**src/rtl/audio_pkg.sv**
```systemverilog
// Shared audio-path definitions for the I2S transmitter and receiver.
//   SAMPLE_W_DEF : default sample width per channel
//   rx_state_e   : receiver framing state (SYNC / LEFT / RIGHT)
package audio_pkg;

    localparam int SAMPLE_W_DEF = 16;

    typedef enum logic [1:0] {
        SYNC  = 2'd0,
        LEFT  = 2'd1,
        RIGHT = 2'd2
    } rx_state_e;

endpackage

```
**src/rtl/sync_edge.sv**
```systemverilog
// Two-flop synchroniser for an asynchronous level, plus a third stage
// that yields a single-cycle rising-edge strobe.
// Ports:
//   clk, rst_n : system clock, asynchronous active-low reset
//   async_in   : asynchronous input level
//   level      : synchronised level (two flops deep)
//   rise       : one-cycle strobe on a synchronised 0->1 transition
module sync_edge (
    input  logic clk,
    input  logic rst_n,
    input  logic async_in,
    output logic level,
    output logic rise
);

    logic meta_p0;
    logic sync_p1;
    logic dly_p2;

    always_ff @(posedge clk or negedge rst_n) begin
        if (!rst_n) begin
            meta_p0 <= 1'b0;
            sync_p1 <= 1'b0;
            dly_p2  <= 1'b0;
        end else begin
            // stage p0 -> p1 -> p2
            meta_p0 <= async_in;
            sync_p1 <= meta_p0;
            dly_p2  <= sync_p1;
        end
    end

    assign level = sync_p1;
    assign rise  = sync_p1 & ~dly_p2;

endmodule

```
**src/rtl/i2s_rx.sv**
```systemverilog
// I2S receiver. BCLK is oversampled in the system clock domain; data and
// word select are sampled on each synchronised BCLK rising edge and
// assembled MSB-first into left/right samples, presented through a
// valid/ready register with a sticky overrun flag.
// Ports:
//   clk, rst_n           : system clock (>= 4x BCLK), async active-low reset
//   i2s_bclk/ws/din      : asynchronous I2S serial inputs (ws 0 = left)
//   out_left, out_right  : last complete frame
//   out_valid, out_ready : frame handshake
//   overrun              : sticky, a pending frame was overwritten
//   locked               : aligned to frame boundaries
module i2s_rx
    import audio_pkg::*;
#(
    parameter int SAMPLE_W = SAMPLE_W_DEF,
    parameter int TIMEOUT  = 255
) (
    input  logic                clk,
    input  logic                rst_n,
    input  logic                i2s_bclk,
    input  logic                i2s_ws,
    input  logic                i2s_din,
    output logic [SAMPLE_W-1:0] out_left,
    output logic [SAMPLE_W-1:0] out_right,
    output logic                out_valid,
    input  logic                out_ready,
    output logic                overrun,
    output logic                locked
);

    localparam int CNT_W  = $clog2(SAMPLE_W + 1);
    localparam int IDLE_W = $clog2(TIMEOUT + 1);
    localparam logic [CNT_W-1:0]    CNT_MAX  = CNT_W'(SAMPLE_W);
    localparam logic [IDLE_W-1:0]   IDLE_MAX = IDLE_W'(TIMEOUT);
    localparam logic [SAMPLE_W-1:0] SLOT_MSB = {1'b1, {(SAMPLE_W-1){1'b0}}};

    // Write one bit into the position selected by a one-hot mask.
    function automatic logic [SAMPLE_W-1:0] put_bit(
        input logic [SAMPLE_W-1:0] vec,
        input logic [SAMPLE_W-1:0] mask,
        input logic                d
    );
        return d ? (vec | mask) : (vec & ~mask);
    endfunction

    logic bclk_sync, bclk_rise;
    logic ws_sync, ws_rise;
    logic din_sync, din_rise;

    sync_edge u_bclk (.clk(clk), .rst_n(rst_n), .async_in(i2s_bclk), .level(bclk_sync), .rise(bclk_rise));
    sync_edge u_ws   (.clk(clk), .rst_n(rst_n), .async_in(i2s_ws),   .level(ws_sync),   .rise(ws_rise));
    sync_edge u_din  (.clk(clk), .rst_n(rst_n), .async_in(i2s_din),  .level(din_sync),  .rise(din_rise));

    // Only the bclk edge strobe is needed; ws/din edges and the bclk level are spare.
    logic unused_sync;
    assign unused_sync = ws_rise | din_rise | bclk_sync;

    rx_state_e             state, state_nxt;
    logic                  ws_prev;
    logic [CNT_W-1:0]      bit_cnt;
    logic [IDLE_W-1:0]     idle_cnt;
    logic [SAMPLE_W-1:0]   shift_l, shift_r;
    logic                  xfer_p1;

    logic ws_chg, timeout;
    logic capture_l, capture_r, frame_end, cnt_clr, shift_clr;
    logic [SAMPLE_W-1:0] bit_mask;

    assign ws_chg   = bclk_rise & (ws_sync != ws_prev);
    assign timeout  = (idle_cnt == IDLE_MAX);
    // Mask shifts out to zero once bit_cnt saturates, dropping extra LSBs.
    assign bit_mask = SLOT_MSB >> bit_cnt;

    always_ff @(posedge clk or negedge rst_n) begin
        if (!rst_n) state <= SYNC;
        else        state <= state_nxt;
    end

    always_comb begin
        state_nxt = state;
        if (timeout) begin
            state_nxt = SYNC;
        end else begin
            case (state)
                SYNC:    if (ws_chg && !ws_sync) state_nxt = LEFT;
                LEFT:    if (ws_chg)             state_nxt = RIGHT;
                RIGHT:   if (ws_chg)             state_nxt = LEFT;
                default:                         state_nxt = SYNC;
            endcase
        end
    end

    always_comb begin
        capture_l = 1'b0;
        capture_r = 1'b0;
        frame_end = 1'b0;
        cnt_clr   = timeout;
        shift_clr = (state == SYNC) | xfer_p1;
        if (!timeout) begin
            case (state)
                SYNC: cnt_clr = ws_chg & ~ws_sync;
                LEFT: begin
                    capture_l = bclk_rise;
                    cnt_clr   = ws_chg;
                end
                RIGHT: begin
                    capture_r = bclk_rise;
                    frame_end = ws_chg;
                    cnt_clr   = ws_chg;
                end
                default: cnt_clr = 1'b1;
            endcase
        end
    end

    // Sampling stage: runs on bclk_rise, tracks idle time and lock.
    always_ff @(posedge clk or negedge rst_n) begin
        if (!rst_n) begin
            ws_prev  <= 1'b0;
            bit_cnt  <= '0;
            idle_cnt <= '0;
            shift_l  <= '0;
            shift_r  <= '0;
            xfer_p1  <= 1'b0;
            locked   <= 1'b0;
        end else begin
            if (bclk_rise) ws_prev <= ws_sync;

            if (bclk_rise)     idle_cnt <= '0;
            else if (!timeout) idle_cnt <= idle_cnt + 1'b1;

            if (cnt_clr)
                bit_cnt <= '0;
            else if ((capture_l || capture_r) && bit_cnt != CNT_MAX)
                bit_cnt <= bit_cnt + 1'b1;

            if (shift_clr)      shift_l <= '0;
            else if (capture_l) shift_l <= put_bit(shift_l, bit_mask, din_sync);

            if (shift_clr)      shift_r <= '0;
            else if (capture_r) shift_r <= put_bit(shift_r, bit_mask, din_sync);

            xfer_p1 <= frame_end;

            if (timeout)        locked <= 1'b0;
            else if (frame_end) locked <= 1'b1;
        end
    end

    // Presentation stage: one clock after the frame-closing edge.
    always_ff @(posedge clk or negedge rst_n) begin
        if (!rst_n) begin
            out_left  <= '0;
            out_right <= '0;
            out_valid <= 1'b0;
            overrun   <= 1'b0;
        end else if (xfer_p1) begin
            out_left  <= shift_l;
            out_right <= shift_r;
            out_valid <= 1'b1;
            if (out_valid && !out_ready) overrun <= 1'b1;
        end else if (out_valid && out_ready) begin
            out_valid <= 1'b0;
        end
    end

endmodule
```
**config.mk**
```make
export PLATFORM = sky130hd
export DESIGN_NAME = i2s_rx
export DESIGN_NICKNAME = d
export VERILOG_FILES = /design/src/rtl/audio_pkg.sv /design/src/rtl/sync_edge.sv /design/src/rtl/i2s_rx.sv
export SDC_FILE = /design/constraint.sdc
export NUM_CORES = 1
export LEC_CHECK = 0
export CORE_MARGIN = 2
export CORE_UTILIZATION = 45
export DETAILED_ROUTE_END_ITERATION = 7
export GPL_ROUTABILITY_DRIVEN = 0
export PLACE_DENSITY = 0.77
export SETUP_SLACK_MARGIN = 0.05
export SYNTH_ARGS = -nofsm -noshare
export SYNTH_HDL_FRONTEND = slang
export SYNTH_SLANG_ARGS = --single-unit
```
**constraint.sdc**
```tcl
create_clock -name clk -period 2.2 [get_ports clk]
set_input_delay 0.44 -clock clk [delete_from_list [all_inputs] [get_ports clk]]
set_output_delay 0.44 -clock clk [all_outputs]
set_load 0.1 [all_outputs]
```
=== Word-level counts from Yosys, hierarchy flattened ===
Cells that the tools add are included.

* Div/mod/pow operators: 0
* Multiply operators: 0
* $lt $le $gt $ge: 0
* Bitwise gates (word level): 11
* $add $sub $neg: 2
* Equality and inequality tests: 9
* Multiplexer cells: 27
* Shifts and indexed selects: 1
* Reduce and logical (&&, ||, !) cells: 16

{| class="wikitable"
|+ Operator list
! kind !! count
|-
| $mux W16 || 6
|-
| $and A16 B16 Y16 || 2
|-
| $or A16 B16 Y16 || 2
|-
| $mux W8 || 2
|-
| $not A16 Y16 || 1
|-
| $shr A16 B5 Y16 const A || 1
|-
| $mux W1 || 11
|-
| $mux W5 || 2
|-
| $reduce_bool A2 Y1 || 5
|-
| $ne A3 B3 Y1 const B || 3
|-
| $add A8 B1 Y8 const B || 1
|-
| $eq A8 B8 Y1 const B || 1
|-
| $mux W2 || 4
|-
| $pmux W2 S3 || 1
|-
| $add A5 B1 Y5 const B || 1
|-
| $ne A5 B5 Y1 const B || 1
|-
| $logic_and A1 B1 Y1 || 4
|-
| $and A1 B1 Y1 || 3
|-
| $reduce_and A3 Y1 || 1
|-
| $eq A2 B1 Y1 const B || 1
|-
| $eq A2 B2 Y1 const B || 1
|-
| $logic_not A1 Y1 || 2
|-
| $logic_not A2 Y1 || 1
|-
| $ne A2 B2 Y1 const B || 1
|-
| other kinds (7) || 8
|}

* Memories: 0
* Memory bits (writable): 0
* Bits of input ports: 6
* Memory bits (read-only): 0
* Word-level logic and storage cells: 85
* Bits in latches: 0
* Flip-flop bits (word level): 91
* Output and inout port bits: 35

=== Logic depth before layout (Yosys ltp) ===
Gate-level depths: netlist (run 1).

* Word-level depth: 8
* Gate-level depth with buffers: 7
* Gate-level depth less buffers: 6

=== Modules after synthesis ===
From an unflattened synthesis (run 1), not the netlist that was laid out.

* Cell total of the unflattened synthesis: 347
* Area total of the unflattened synthesis: 4156.5 um^2

{| class="wikitable"
|+ By module, submodules not included
! module !! cells an instance !! sequential area each (um^2) !! instances !! area an instance (um^2)
|-
| i2s_rx || 335 || 2102.0 || 1 || 3890.0
|-
| sync_edge || 4 || 75.1 || 3 || 88.8
|}

=== Least setup slack after synthesis (run 1) ===
OpenSTA, ideal clock, no wires.

* Path type: register -> register
* Start point: reg state[0]
* End point: reg bit_cnt[2]
* Setup time: 96 ps
* Arrival: 1567 ps
* Path buffers: 1
* Cell stages (with the launch flop): 8
* Required time: 2104 ps
* Setup slack: 537 ps
* Period minus slack after synthesis: 1663 ps
* Cells stage by stage: dfrtp_1 inv_1 ha_1 buf_2 nor2_2 a311oi_2 a21oi_1 a311oi_2

* Longest elaborated chain between the ends: 6
* Elaborated cells between the ends (all ways): 14
* Those cells by class: eq/ne: 2; mux: 7; reduce/logical: 5

{| class="wikitable"
|+ Ends and longest elaborated chain
! element !! line !! source
|-
| from (decl) || i2s_rx.sv:58 || <nowiki>rx_state_e state, state_nxt;</nowiki>
|-
| from (signal assigned) || i2s_rx.sv:76 || <nowiki>else state <= state_nxt;</nowiki>
|-
| branches (longest 6 deep; another with $mux W5) || -- ||
|-
| to (signal assigned) || i2s_rx.sv:135 || <nowiki>bit_cnt <= bit_cnt + 1'b1;</nowiki>
|-
| to (decl) || i2s_rx.sv:60 || <nowiki>logic [CNT_W-1:0] bit_cnt;</nowiki>
|}

Parallel ways; which one is timed is not known.
A chain may end at the register's enable or synchronous reset.

=== Worst setup path after layout (run 1) ===
Ends and elaborated chain as after synthesis.

==> results.ini, run 1 <==
[floorplanning]
die_x_microns=101
core-area_sq_um=9150
initial_core_util_pct=46.0
ios=41
die_h_microns=101
dieArea_sq_um=10100
row_count=35

[logic_synthesis]
synth-edff-count=0
synth_cells=377
syn-num-nets=395
synth-seq-cells=91
synth_top_area_share_pct=54.1
yosysUniqueCellTypes=48
ys.flop_type=dfrtp_1
synth.most_common_cell=dfrtp_1
async_flop_share_pct=100
yosys-top-cells-count=dfrtp_1 (91), a21oi_1 (36), o21ai_0 (34), mux2_2 (32), nand4_1 (32)
syn_area_per_cell_sq_um=11.2
yosysWarnings=0
yosysSeqAreaShare_pct=54.1
ys_top_cells_by_area=dfrtp_1 (54%), mux2_2 (8.6%), nand4_1 (4.8%)
synth_area_sq_um=4210
synth_top_area_cell=dfrtp_1

[run_status]
status=finished, final reports clean

[power_and_ir_drop]
p_switching_mw=1.57
p_int_mw=2.73
power_frac_seq_pct=44.9
power_density_nw_per_um2=890
clkPwrFrac_pct=27.8
p_leak_nw=2.26
p_comb_share_pct=27.3
switching_share_pct=36.5
ir_drop_uv=364

[clock_tree]
cts-htree-levels=3
path_clk_slew_ns=0.09
clock-sinks=91
clock_path_buffers=2
root_buffer=clkbuf_8
cts_resized=0
clk_latency_ns=0.37
numCtsBuffers=9
cts_tree=yes
cts_setup_buffers=0

[cells_and_area]
fin_cells=529
fin_util_pct=52.8
area_growth_pct=14.8
drive_above_1_share_pct=26.1
nets=431
diodes=0

[routing]
vias_per_cell=5.80
vias=3068
drc=0
maxUsedRoutingLayer=met4
ant_nets=0
wire_per_inst_microns=16.3
met1_length_microns=4130
first_iter_violations=213
met2_length_microns=3890
first_pass_iters=4
route.met3.wl_microns=402
finalWirelength_microns=8620

[setup_path]
criticalPathCategory=flop to flop
cp.arrival_ns=2.27
cp.required_ns=2.48
path_common_cell=a311oi_2
crit_chain=inv_1 > ha_1 > nor2_2 > a311oi_2 > a21oi_1 > a311oi_2
cp_slowest_cell=dfrtp_1
crit_path_end_kind=flop
crit_fanout=11
crit_path_max_incr_delay_ns=0.44
start_kind=flop

[sta]
grt_setup_unrepaired=no
worst_slew_pin_slew_ns=0.800
min_period_ns=1.99
slew_headroom_pct=46.7
drv_slew=0
setup_tns_ns=0
timing.final.crit_share_pct=90.4
finalSetupViolations=0
max_clock_freq_mhz=503
whs_ns=0.353
fin_ws_ns=0.211
finalHoldViolCount=0
clock_skew_ns=0.0105

[global_routing]
grt_pass1_wl_microns=14300
grt_max_degree=54
grt_use_total_pct=17.9
first_global_vias=2880
antenna_found_initial=0
overflow=0

[placement]
pre_cts_slack_ns=0.265
dp.cells=512
place_hpwl_microns=5980
portBuffers=40

[worst_hold_path]
hold_class=flop to flop

[job]
maxCapViolations=0

[routing by layer]
metal | vias to the layer above | global-route usage, %
li1 | 1447 | -
met1 | 1516 | 26.3
met2 | 87 | 25.8
met3 | 18 | 3.12
met4 | 0 | 8.75
met5 | - | 0
[final timing paths]
check	start	end	slack (ns)	depth (start not counted)
worst min register to register	u_din.meta_p0$_DFF_PN0_	u_din.level$_DFF_PN0_	0.35	0
worst max register to register	state[0]$_DFFE_PN0P_	bit_cnt[2]$_DFFE_PN0P_	0.21	6
worst min-delay path	u_din.meta_p0$_DFF_PN0_	u_din.level$_DFF_PN0_	0.35	0
worst max-delay path	state[0]$_DFFE_PN0P_	bit_cnt[2]$_DFFE_PN0P_	0.21	6
max in group asynchronous	rst_n	shift_l[6]$_DFFE_PN0P_	1.17	3
min in group asynchronous	rst_n	u_ws.meta_p0$_DFF_PN0_	0.46	2
[per-stage QoR]
step	area (sq um)	power, mW
4_1_cts	4840	4.32
6_report	4840	4.30
2_1_floorplan	4210	2.80
3_3_place_gp	4610	3.07
3_5_place_dp	4610	3.13
5_1_grt	4840	4.51
[power groups by stage]
stage               Sequential [mW]  Combinational (mW)  Clock, mW
floorplan                      2.07               0.730          0
global placement               1.95                1.12          0
detailed placement             1.96                1.17          0
CTS                            1.93                1.17       1.22
global route                   1.95                1.28       1.27
finish                         1.93                1.17       1.20
[logic make-up (layout without fill, tap and decap cells)]
logic type | count (synthesis) | after routing | synth area share (%)
compound gates | 90 | 90 | 13.3
fa+ha+maj | 12 | 12 | 3.56
simple gates | 107 | 107 | 14.0
flops | 91 | 91 | 54.1
buf+inv | 34 | 75 | 3.98
xor+xnor | 4 | 4 | 0.832
mux | 39 | 39 | 10.2
[critical path: cells and delay by family (launching register included)]
kind	cells	cell delay [ns]
AND/OR/NAND/NOR	1	0.12
adder cells (fa/ha/maj)	1	0.43
flip-flops	1	0.44
buffers and inverters	1	0.10
AO/OA/AOI/OAI	3	0.81
[registers in the layout (all words and copies together) (netlist names)]
name,flops
bit_cnt,5
idle_cnt,8
locked,1
out_left,16
out_right,16
out_valid,1
overrun,1
shift_l,16
shift_r,16
state,2
u_bclk.dly_p2,1
u_bclk.level,1
u_bclk.meta_p0,1
u_din.level,1
u_din.meta_p0,1
u_ws.level,1
u_ws.meta_p0,1
ws_prev,1
xfer_p1,1
[layout make-up]
cell class / count / area, sq um
multi-input cells: 252 / 1770
fillers: 812 / 4320
clock inverters: 4 / 56.3
flip-flops and latches: 91 / 2280
inverters: 7 / 26.3
repair buffers: 52 / 415
well taps: 111 / 139
clock buffers: 12 / 155
[timing repair]
action,in CTS,in global routing
hold endpoints to repair,13,0
hold buffers,1,0
endpoints found under the setup margin,0,0
[cell usage in the layout (no fill, tap or decap), types with 2 or more instances in the layout]
master,netlist,final
a21oi_1,36,36
a311oi_2,2,2
and2_1,8,8
and3_1,6,6
buf_4,0,46
clkbuf_8,0,11
clkdlybuf4s50_1,0,4
clkinv_4,0,2
dfrtp_1,91,91
ha_1,12,12
inv_1,6,6
mux2_2,32,32
mux2i_1,7,7
nand2_1,24,24
nand2b_1,2,2
nand3_1,4,4
nand4_1,32,32
nor2_1,16,16
o2111ai_2,4,4
o211ai_2,2,2
o21ai_0,34,34
o31ai_1,2,2
or3_1,2,2
or4_1,2,2
xor2_1,3,3
Power figures use the tool's default switching activity.
==> run 2, diff against run 1 <==
--- a/config.mk
+++ b/config.mk
@@ -5,8 +5,10 @@
 export SDC_FILE = /design/constraint.sdc
 export NUM_CORES = 1
 export LEC_CHECK = 0
+export ABC_CLOCK_PERIOD_IN_PS = 2200
 export CORE_MARGIN = 2
 export CORE_UTILIZATION = 45
+export CTS_BUF_LIST = sky130_fd_sc_hd__clkbuf_4
 export DETAILED_ROUTE_END_ITERATION = 7
 export GPL_ROUTABILITY_DRIVEN = 0
 export PLACE_DENSITY = 0.77
==> run 2 against run 1 <==
Effect of this change:
- clock skew is 0.0073 ns higher
- non-clock buffer count stayed put
- via count is 0.23% higher
- register-to-register slack hardly changed
- fmax is 0.75% higher
- final area is 1.5% lower
- die area stayed put
- clock power is 24% lower
- global-route usage is 0.40 points lower
- cell count stayed put
- largest cell class unchanged
- highest routed layer unchanged
==> results.ini, run 2 (synthesized netlist as in run 1, its figures left out) <==
[sta]
whs_ns=0.363  ; +0.0107 ns
finalHoldViolCount=0  ; unchanged
drv_slew=0  ; unchanged
grt_setup_unrepaired=no
max_clock_freq_mhz=507  ; +0.75%
finalSetupViolations=0  ; unchanged
clock_skew_ns=0.0178  ; +0.00732 ns
slew_headroom_pct=47.0  ; +0.36 points
worst_slew_pin_slew_ns=0.794  ; -0.00537 ns
timing.final.crit_share_pct=89.7  ; -0.67 points
setup_tns_ns=0  ; unchanged
min_period_ns=1.97  ; -0.0147 ns

[cells_and_area]
diodes=0  ; unchanged
area_growth_pct=13.1
drive_above_1_share_pct=25.8  ; -0.24 points
final_cell_mix=dfrtp_1 (91), buf_4 (46), a21oi_1 (36), o21ai_0 (34)
fin_util_pct=52.0  ; -0.79 points
nets=431  ; unchanged
final_common_cell=dfrtp_1

[setup_path]
cp.required_ns=2.56  ; +0.08 ns
ff2ff_path_depth=6  ; unchanged
start_kind=flop
crit_fanout=16  ; +5
crit_path_end_kind=flop
reg2reg_setup_slack_ns=0.23  ; about the same
criticalPathCategory=flop to flop
reg2reg_from=idle_cnt[0]$_DFFE_PN0P_
r2r_end=shift_r[9]$_DFFE_PN0P_
cp.arrival_ns=2.33  ; +0.06 ns

[routing]
route.met3.wl_microns=458  ; +14%
met1_length_microns=4050  ; -2.0%
vias_per_cell=5.81  ; +0.23%
first_iter_violations=283  ; +33%
vias=3075  ; +0.23%
ant_nets=0  ; unchanged
first_pass_iters=5  ; +1
maxUsedRoutingLayer=met4
drc=0  ; unchanged
met2_length_microns=3880  ; -0.46%
finalWirelength_microns=8500  ; -1.4%
wire_per_inst_microns=16.1  ; -1.4%

[worst_hold_path]
worstHoldStart=u_din.meta_p0$_DFF_PN0_
hold_path_depth=0  ; unchanged
hold_class=flop to flop
holdPathEnd=u_din.level$_DFF_PN0_

[clock_tree]
clk_latency_ns=0.42  ; +0.05 ns
clock-sinks=91  ; unchanged
path_clk_slew_ns=0.15  ; +0.06 ns
root_buffer=clkbuf_4
cts_tree=yes
cts-htree-levels=3  ; unchanged
numCtsBuffers=9  ; unchanged
clock_path_buffers=2  ; unchanged
cts_setup_buffers=0  ; unchanged

[floorplanning]
row_count=35  ; unchanged
core-area_sq_um=9150  ; unchanged
initial_core_util_pct=46.0  ; unchanged
die_x_microns=101  ; unchanged
dieArea_sq_um=10100  ; unchanged
ios=41  ; unchanged
die_h_microns=101  ; unchanged

[placement]
portBuffers=40  ; unchanged
place_hpwl_microns=5980  ; unchanged

[power_and_ir_drop]
p_leak_nw=2.23  ; -1.4%
ir_drop_uv=382  ; +4.8%
power_density_nw_per_um2=843  ; -5.3%

[run_status]
status=finished, final reports clean

[global_routing]
grt_use_total_pct=17.5  ; -0.40 points
grt_max_degree=54  ; unchanged
antenna_found_initial=0  ; unchanged
first_global_vias=2863  ; -0.59%
grt_pass1_wl_microns=14100  ; -0.92%
overflow=0  ; unchanged

[job]
maxCapViolations=0  ; unchanged

[run 2: critical path, stage by stage (launching register included)]
cell and delay (ns):
dfrtp_1 0.42, ha_1 0.26, nand4_2 0.13, or2_1 0.49
buf_4 0.29, nand4_1 0.11, a21oi_1 0.20
[run 2: power breakdown]
group | internal, mW | switching [mW] | total [mW]
Sequential | 1.79 | 0.145 | 1.93
Clock | 0.361 | 0.554 | 0.915
Combinational | 0.351 | 0.817 | 1.17
[run 2: how the worst max path moves through the flow]
stage	from	to	slack, ns	cells past startpoint
2_1_floorplan	state[0]$_DFFE_PN0P_	bit_cnt[2]$_DFFE_PN0P_	0.54	7
3_5_place_dp	state[0]$_DFFE_PN0P_	bit_cnt[2]$_DFFE_PN0P_	0.26	6
6_report	idle_cnt[0]$_DFFE_PN0P_	shift_r[9]$_DFFE_PN0P_	0.23	6
3_3_place_gp	state[0]$_DFFE_PN0P_	bit_cnt[2]$_DFFE_PN0P_	0.31	6
4_1_cts	state[0]$_DFFE_PN0P_	bit_cnt[2]$_DFFE_PN0P_	0.21	6
5_1_grt	state[0]$_DFFE_PN0P_	bit_cnt[2]$_DFFE_PN0P_	0.06	6
[run 2: stage by stage]
step | worst slack (ns) | cell area, sq um | power [mW] | instances
final | 0.226 | 4760 | 4.01 | 529
after global routing | 0.0571 | 4760 | 4.24 | 529
after CTS | 0.214 | 4760 | 4.05 | 529
after detailed placement | 0.265 | 4610 | 3.13 | 512
after global placement | 0.308 | 4610 | 3.07 | 512
after floorplan | 0.537 | 4210 | 2.80 | 377
[run 2: metal layers]
layer  vias up  global-route usage (%)
met1      1524                    26.3
met2        96                    26.1
met4         0                    6.22
li1       1446                       -
met3         9                    2.50
met5         -                       0
[run 2: what timing repair did]
item | 4_1_cts | 5_1_grt
gates resized for setup | 0 | 0
hold buffers | 1 | 0
hold endpoints to repair | 13 | 0
[run 2: final cells by class]
type	count	area [sq um]
Multi-Input combinational cell	252	1770
Timing Repair Buffer	52	415
Sequential cell	91	2280
Inverter	7	26.3
Clock inverter	6	63.8
Fill cell	820	4390
Tap cell	111	139
Clock buffer	10	75.1
